`src/rtl/sipo_collector.sv`:
```
// sipo_collector: packs REG_NUM serial words into one parallel frame for the
// downstream PISO stage. A holding buffer lets one complete frame wait while
// the output register is still occupied.
module sipo_collector #(
  parameter int unsigned DATA_WIDTH = 16,
  parameter int unsigned REG_NUM    = 8
) (
  input  logic                              clk,
  input  logic                              rst,
  input  logic [DATA_WIDTH*2-1:0]           s_in,
  input  logic                              s_valid,
  output logic                              s_ready,
  output logic [REG_NUM*DATA_WIDTH*2-1:0]   p_out,
  output logic                              p_valid,
  input  logic                              p_ready,
  output logic                              busy
);

  localparam int unsigned W     = DATA_WIDTH * 2;
  localparam int unsigned IDX_W = $clog2(REG_NUM);
  localparam logic [IDX_W-1:0] LAST_IDX = IDX_W'(REG_NUM - 1);

  logic [REG_NUM-1:0][W-1:0] fill_q, fill_d;
  logic [REG_NUM-1:0][W-1:0] p_out_q, p_out_d;
  logic [IDX_W-1:0]          wr_idx_q, wr_idx_d;
  logic                      pending_q, pending_d;
  logic                      p_valid_q, p_valid_d;

  logic accept;
  logic out_free;

  // s_ready depends only on registered state, never on p_ready or s_valid.
  assign s_ready  = !pending_q;
  assign accept   = s_valid & s_ready;
  assign out_free = !p_valid_q | p_ready;

  assign p_out   = p_out_q;
  assign p_valid = p_valid_q;
  assign busy    = (wr_idx_q != '0) | pending_q | p_valid_q;

  // Next-state: word capture, frame hand-off to the output, output release.
  // Release is evaluated first so a new frame loaded on the same edge as a
  // consume overrides it and p_valid stays high without a gap.
  always_comb begin
    fill_d    = fill_q;
    p_out_d   = p_out_q;
    wr_idx_d  = wr_idx_q;
    pending_d = pending_q;
    p_valid_d = p_valid_q;

    if (p_valid_q && p_ready) begin
      p_valid_d = 1'b0;
    end

    if (accept) begin
      if (wr_idx_q != LAST_IDX) begin
        fill_d[wr_idx_q] = s_in;
        wr_idx_d         = wr_idx_q + 1'b1;
      end else begin
        wr_idx_d = '0;
        if (out_free) begin
          // Last word bypasses the buffer straight into the output frame.
          p_out_d              = fill_q;
          p_out_d[REG_NUM-1]   = s_in;
          p_valid_d            = 1'b1;
        end else begin
          fill_d[REG_NUM-1] = s_in;
          pending_d         = 1'b1;
        end
      end
    end else if (pending_q && out_free) begin
      // accept is impossible while pending, so this branch never competes
      // with a word capture.
      p_out_d   = fill_q;
      p_valid_d = 1'b1;
      pending_d = 1'b0;
    end
  end

  // Control and output registers with synchronous reset.
  always_ff @(posedge clk) begin
    if (rst) begin
      p_out_q   <= '0;
      wr_idx_q  <= '0;
      pending_q <= 1'b0;
      p_valid_q <= 1'b0;
    end else begin
      p_out_q   <= p_out_d;
      wr_idx_q  <= wr_idx_d;
      pending_q <= pending_d;
      p_valid_q <= p_valid_d;
    end
  end

  // Fill buffer holds no reset value; its contents only matter once written.
  always_ff @(posedge clk) begin
    fill_q <= fill_d;
  end

endmodule
```
`config.mk`:
```
export PLATFORM = sky130hd
export DESIGN_NAME = sipo_collector
export DESIGN_NICKNAME = d
export VERILOG_FILES = /design/src/rtl/sipo_collector.sv
export SDC_FILE = /design/constraint.sdc
export NUM_CORES = 1
export LEC_CHECK = 0
export CAP_MARGIN = 20
export CELL_PAD_IN_SITES_DETAIL_PLACEMENT = 0
export CELL_PAD_IN_SITES_GLOBAL_PLACEMENT = 1
export CORE_AREA = 2 2 284 202
export CTS_CLUSTER_DIAMETER = 150
export CTS_CLUSTER_SIZE = 28
export DETAILED_ROUTE_END_ITERATION = 8
export DIE_AREA = 0 0 286 204
export PLACE_DENSITY_LB_ADDON = 0.1
export SYNTH_ARGS = -nofsm -noshare
export SYNTH_HDL_FRONTEND = slang
export SYNTH_SLANG_ARGS = --single-unit
```
`constraint.sdc`:
```
create_clock -name clk -period 6.7 [get_ports clk]
set_input_delay 1.34 -clock clk [delete_from_list [all_inputs] [get_ports clk]]
set_output_delay 1.34 -clock clk [all_outputs]
set_load 0.03 [all_outputs]
```
== After elaboration in Yosys (flattened, before gate mapping) ==
Cells that the tools add are included.
W data, S select, Z words.

* Magnitude comparators: 2
* Mux-type cells: 19
* Reduce and logical (&&, ||, !) cells: 11
* Add/sub/neg operators: 1
* Bitwise logic cells: 4
* Eq/ne operators: 5

{| class="wikitable"
|+ Operators with widths
! cell !! number
|-
| $mux W256 || 4
|-
| $bwmux W256 || 1
|-
| $demux W32 S3 || 1
|-
| $mux W32 || 3
|-
| $mux W1 || 9
|-
| $reduce_and A3 Y1 || 2
|-
| $lt A3 B4 Y1 const B || 1
|-
| $ne A2 B1 Y1 const B || 2
|-
| $ne A2 B2 Y1 const B || 2
|-
| $reduce_and A2 Y1 || 2
|-
| $add A3 B1 Y3 const B || 1
|-
| $ge A3 B1 Y1 const B || 1
|-
| $logic_and A1 B1 Y1 || 3
|-
| $mux W3 || 1
|-
| $ne A3 B3 Y1 const B || 1
|-
| $or A1 B1 Y1 || 3
|-
| $reduce_bool A3 Y1 || 1
|-
| $logic_not A1 Y1 || 2
|-
| $reduce_bool A2 Y1 || 1
|-
| $and A1 B1 Y1 || 1
|}

* Output and inout port bits: 259
* Register bits: 517
* Bits of input ports: 36

== Depth between registers and ports, before layout ==
* Depth in word-level cells: 6
* Mapped depth: 8
* Depth with buffers taken out: 5

== Least setup slack after synthesis ==
OpenSTA, ideal clock, no wires.

* Path kind: input to register
* Start: input p_ready
* End: register fill_q[224] in the netlist's numbering (enable)
* Slack: 1.786 ns
* Required time: 6.230 ns
* Buffers on the path: 3
* Setup time: 0.470 ns
* Stages on the path: 5
* Arrival time: 4.444 ns
* Cell sequence: nand2b_1 > buf_2 > buf_2 > buf_1 > a211oi_1

* Longest elaborated chain between the ends: 3

{| class="wikitable"
|+ RTL lines
! item !! RTL line !! RTL
|-
| start: declaration || 15 || <nowiki>input logic p_ready,</nowiki>
|-
| $or A1 B1 Y1 || 35 || <nowiki>assign out_free = !p_valid_q | p_ready;</nowiki>
|-
| $ne A2 B1 Y1 (no line) || - ||
|-
| $reduce_and A2 Y1 (no line) || - ||
|-
| end signal: assignment || 97 || <nowiki>fill_q <= fill_d;</nowiki>
|-
| end: declaration || 23 || <nowiki>logic [REG_NUM-1:0][W-1:0] fill_q, fill_d;</nowiki>
|}

Every way passes these cells.
A chain may end at the register's enable or synchronous reset.

== Final worst setup path ==
* Start: register wr_idx_q[1]
* End: output busy

* Longest elaborated chain between the ends: 3

{| class="wikitable"
|+ RTL lines
! item !! RTL line !! RTL
|-
| start: declaration || 25 || <nowiki>logic [IDX_W-1:0] wr_idx_q, wr_idx_d;</nowiki>
|-
| start signal: assignment || 89 || <nowiki>wr_idx_q <= wr_idx_d;</nowiki>
|-
| $reduce_bool A3 Y1 || 39 || <nowiki>assign busy = (wr_idx_q != '0) | pending_q | p_valid_q;</nowiki>
|-
| $or A1 B1 Y1 (2 in a row) || 39 ||
|-
| end: declaration || 16 || <nowiki>output logic busy</nowiki>
|}

Every way passes these cells.

==> qor.yml <==
yosys:
  ys_ff_latch: 517
  synth_xor_xnor_area_share_pct: 0
  synth.area.mux_share_pct: 0
  synth.yosys.warnings: 0
  synth_fa_ha_area_share_pct: 0.260
  syn_avg_cell_area_sq_um: 12.5
  number_of_instances_in_the_synthesized_netlist: 1541
  synth_fp_nets: 1581
  area_fraction_in_compound_gates_after_synthesis_pct: 20.3
  netlist_area_sq_um: 19300
  yosys.cell_types.count: 27
  synth.yosys.seq_area_share_pct: 67.0
  simple_gate_area_share_of_the_yosys_netlist_pct: 8.73
  combinational_family_with_the_most_area_after_synthesis: "compound AO/OA/AOI/OAI gates"
route:
  routed_wl_mm: 60.3
  drt_first_iter_violations: 1310
  wire_per_inst_microns: 24.1
  num_vias: 12700
  drt_drc_violations_left: 0
  detail_route.first_pass.iterations: 5
  postRouteAntennaNets: 0
  vias_per_cell: 5.08
grt:
  grt_start_max_net_pins: 168
  grt_use_met3_pct: 4.61
  grt_overflow_total: 0
  gr-usage-met2_pct: 31.8
  globalRouteMet1Util_pct: 28.2
  globalRoute.busiestLayer: "met2"
  number_of_global_route_vias_before_repair: 12000
  antenna_found_initial: 12
  grt_pass1_wl_mm: 85.7
  groute.usage.overall_pct: 20.1
final_layout:
  nFillCells: 5249
  finish.net_count: 1772
  layout-drive-gt1-share_pct: 17.2
  layout.cells.most_common: "sky130_fd_sc_hd__clkdlybuf4s50_1"
  multiInputGateArea_sq_um: 5750
  seqCellArea_sq_um: 12900
  most_used_cells_in_the_layout_excluding_fill_and_tap_cells: "293 x sky130_fd_sc_hd__clkdlybuf4s50_1, 261 x sky130_fd_sc_hd__a21oi_1, 261 x sky130_fd_sc_hd__dfxtp_1, 256 x sky130_fd_sc_hd__edfxtp_1"
  layout.core_utilization_pct: 42.0
  areaGrowthSynthToFinish_pct: 21.9
timing:
  maxClockFrequency_mhz: 250
  timing.max_slew.rel_slack_pct: 23.8
  finalWorstPathRequiredPeriod_ns: 4.00
  rsz0062_at_grt: "no"
  maxSlewViolCount: 0
  skew_final_ns: 0.0242
  setup_viol_count_final: 0
  post-route-period-util_pct: 59.6
  fin_tns_setup_ns: 0
  hold_viol: 0
  tightest_slew_ns: 1.14
setup_path:
  r2r_setup_slk_ns: 3.36
  worst-path-max-fanout: 9
  required_ns: 5.36
  cp-start-kind: "register"
  cp.arrival_ns: 2.66
  worst-setup-path-type: "reg2out"
  worstSetupEndpointType: "output port"
floorplan:
  die_height_microns: 204
  die_area_sq_um: 58300
  die-width_microns: 286
  num_io_pins: 295
  floorplan.initialDensity_pct: 34.5
  placeableCoreArea_sq_um: 55900
  floorplan.rows: 73
flow_run:
  drv_cap: 0
clock_tree:
  cts_tree: "built"
  cts_max_path_buffers: 3
  clk_root_buffer_cell: "sky130_fd_sc_hd__clkbuf_16"
  worstSkewPairLatency_ns: 0.58
  post-cts-setup-buffer-count: 0
  resized_gates_after_cts: 0
  cts_hold_buffers: 0
  cts.sink_count: 517
  ctsHtreeMaxLevel: 1
  cts_inserted_buffers: 22
  clk_pin_slew_ns: 0.12
place:
  post-dp-hpwl_mm: 34.1
  portBuffers: 294
  gpl.final_weighted_congestion: 0.730
power_and_ir_drop:
  power.leakage_nw: 7.54
  vdd_drop_max_mv: 0.169
  pwr_density_cell_nw_per_um2: 222
outcome:
  outcome: "finished clean"
hold_path:
  worstHoldPathType: "reg2reg"
==> power breakdown <==
group | switching [W] | leakage [nW] | total (W) | internal [W]
Combinational | 0.000152 | 2.80 | 0.000191 | 0.0000394
Sequential | 0.00000888 | 4.44 | 0.00335 | 0.00334
Clock | 0.00101 | 0.310 | 0.00167 | 0.000663
Total | 0.00117 | 7.54 | 0.00521 | 0.00404
==> registers in the layout, summed over array words and instances (netlist names) <==
signal,count
fill_q,256
p_out,256
p_valid,1
pending_q,1
wr_idx_q,3
==> stage by stage <==
stage          instances  instance area, sq um  total power (W)  worst slack [ns]  hold WS, ns
2_1_floorplan       1541                 19300          0.00348              1.79        0.488
3_3_place_gp        2457                 22800          0.00362              2.27        0.495
3_5_place_dp        2458                 22800          0.00362              2.26        0.505
4_1_cts             2498                 23500          0.00528              2.66        0.514
5_1_grt             2498                 23500          0.00540              2.55        0.542
6_report            2501                 23500          0.00521              2.70        0.509
==> layer usage <==
layer / share of wire (%) / vias to the layer above
met5: 0 / -
met3: 7.2 / 64
li1: - / 5977
met2: 46 / 351
met1: 44 / 6302
met4: 2.3 / 0
==> cells by family (layout without fill, tap and decap cells) <==
| group | after synthesis | count (layout) |
|---|---|---|
| DFF | 517 | 517 |
| and+or+nand+nor | 343 | 343 |
| adders and majority gates | 4 | 4 |
| AOI/OAI and AO/OA | 521 | 521 |
| buffers and inverters | 156 | 363 |
| other | 0 | 3 |
==> critical path, stage by stage (launching register included) <==
cell                              delay [ns]
sky130_fd_sc_hd__dfxtp_1                0.46
sky130_fd_sc_hd__inv_1                  0.15
sky130_fd_sc_hd__ha_1                   0.18
sky130_fd_sc_hd__or4b_2                 0.59
sky130_fd_sc_hd__clkdlybuf4s50_1        0.70
==> Yosys cell counts <==
library cell / instances / area (sq um)
sky130_fd_sc_hd__a21oi_1: 261 / 1310
sky130_fd_sc_hd__dfxtp_1: 261 / 5230
sky130_fd_sc_hd__edfxtp_1: 256 / 7690
sky130_fd_sc_hd__a21bo_2: 224 / 2240
sky130_fd_sc_hd__nand3_1: 224 / 1120
sky130_fd_sc_hd__buf_2: 72 / 360
sky130_fd_sc_hd__nand2_1: 71 / 267
sky130_fd_sc_hd__clkbuf_1: 60 / 225
sky130_fd_sc_hd__nor2b_1: 30 / 188
sky130_fd_sc_hd__a311oi_1: 22 / 193
sky130_fd_sc_hd__buf_1: 13 / 48.8
sky130_fd_sc_hd__a311oi_2: 10 / 150
sky130_fd_sc_hd__buf_4: 7 / 52.6
sky130_fd_sc_hd__nor2_1: 5 / 18.8
sky130_fd_sc_hd__ha_1: 4 / 50.1
sky130_fd_sc_hd__and2b_1: 3 / 22.5
sky130_fd_sc_hd__inv_1: 3 / 11.3
sky130_fd_sc_hd__nand2b_1: 3 / 18.8
sky130_fd_sc_hd__a31oi_1: 2 / 12.5
sky130_fd_sc_hd__nor3_1: 2 / 10.0
sky130_fd_sc_hd__or3_1: 2 / 12.5
sky130_fd_sc_hd__a211oi_1: 1 / 7.51
sky130_fd_sc_hd__a21o_2: 1 / 8.76
sky130_fd_sc_hd__and2_1: 1 / 6.26
sky130_fd_sc_hd__clkbuf_2: 1 / 5.00
sky130_fd_sc_hd__nor3b_1: 1 / 7.51
sky130_fd_sc_hd__or4b_2: 1 / 10.0
==> final cells by class <==
cell class	instances	share of cell area, %
clock buffers	39	2.71
multi-input cells	868	24.5
repair buffers	320	13.7
well taps	750	4.00
clock inverters	1	0.0693
inverters	3	0.0479
diodes	3	0.0320
flip-flops and latches	517	55.0
==> worst paths after layout <==
check        cells after the start         end        start
max                              4        busy  wr_idx_q[1]
min                              2   p_out[61]   fill_q[61]
max reg2reg                      6  p_out[245]  wr_idx_q[1]
min reg2reg                      2   p_out[61]   fill_q[61]
Note: power is estimated with default switching activity, not from simulation.
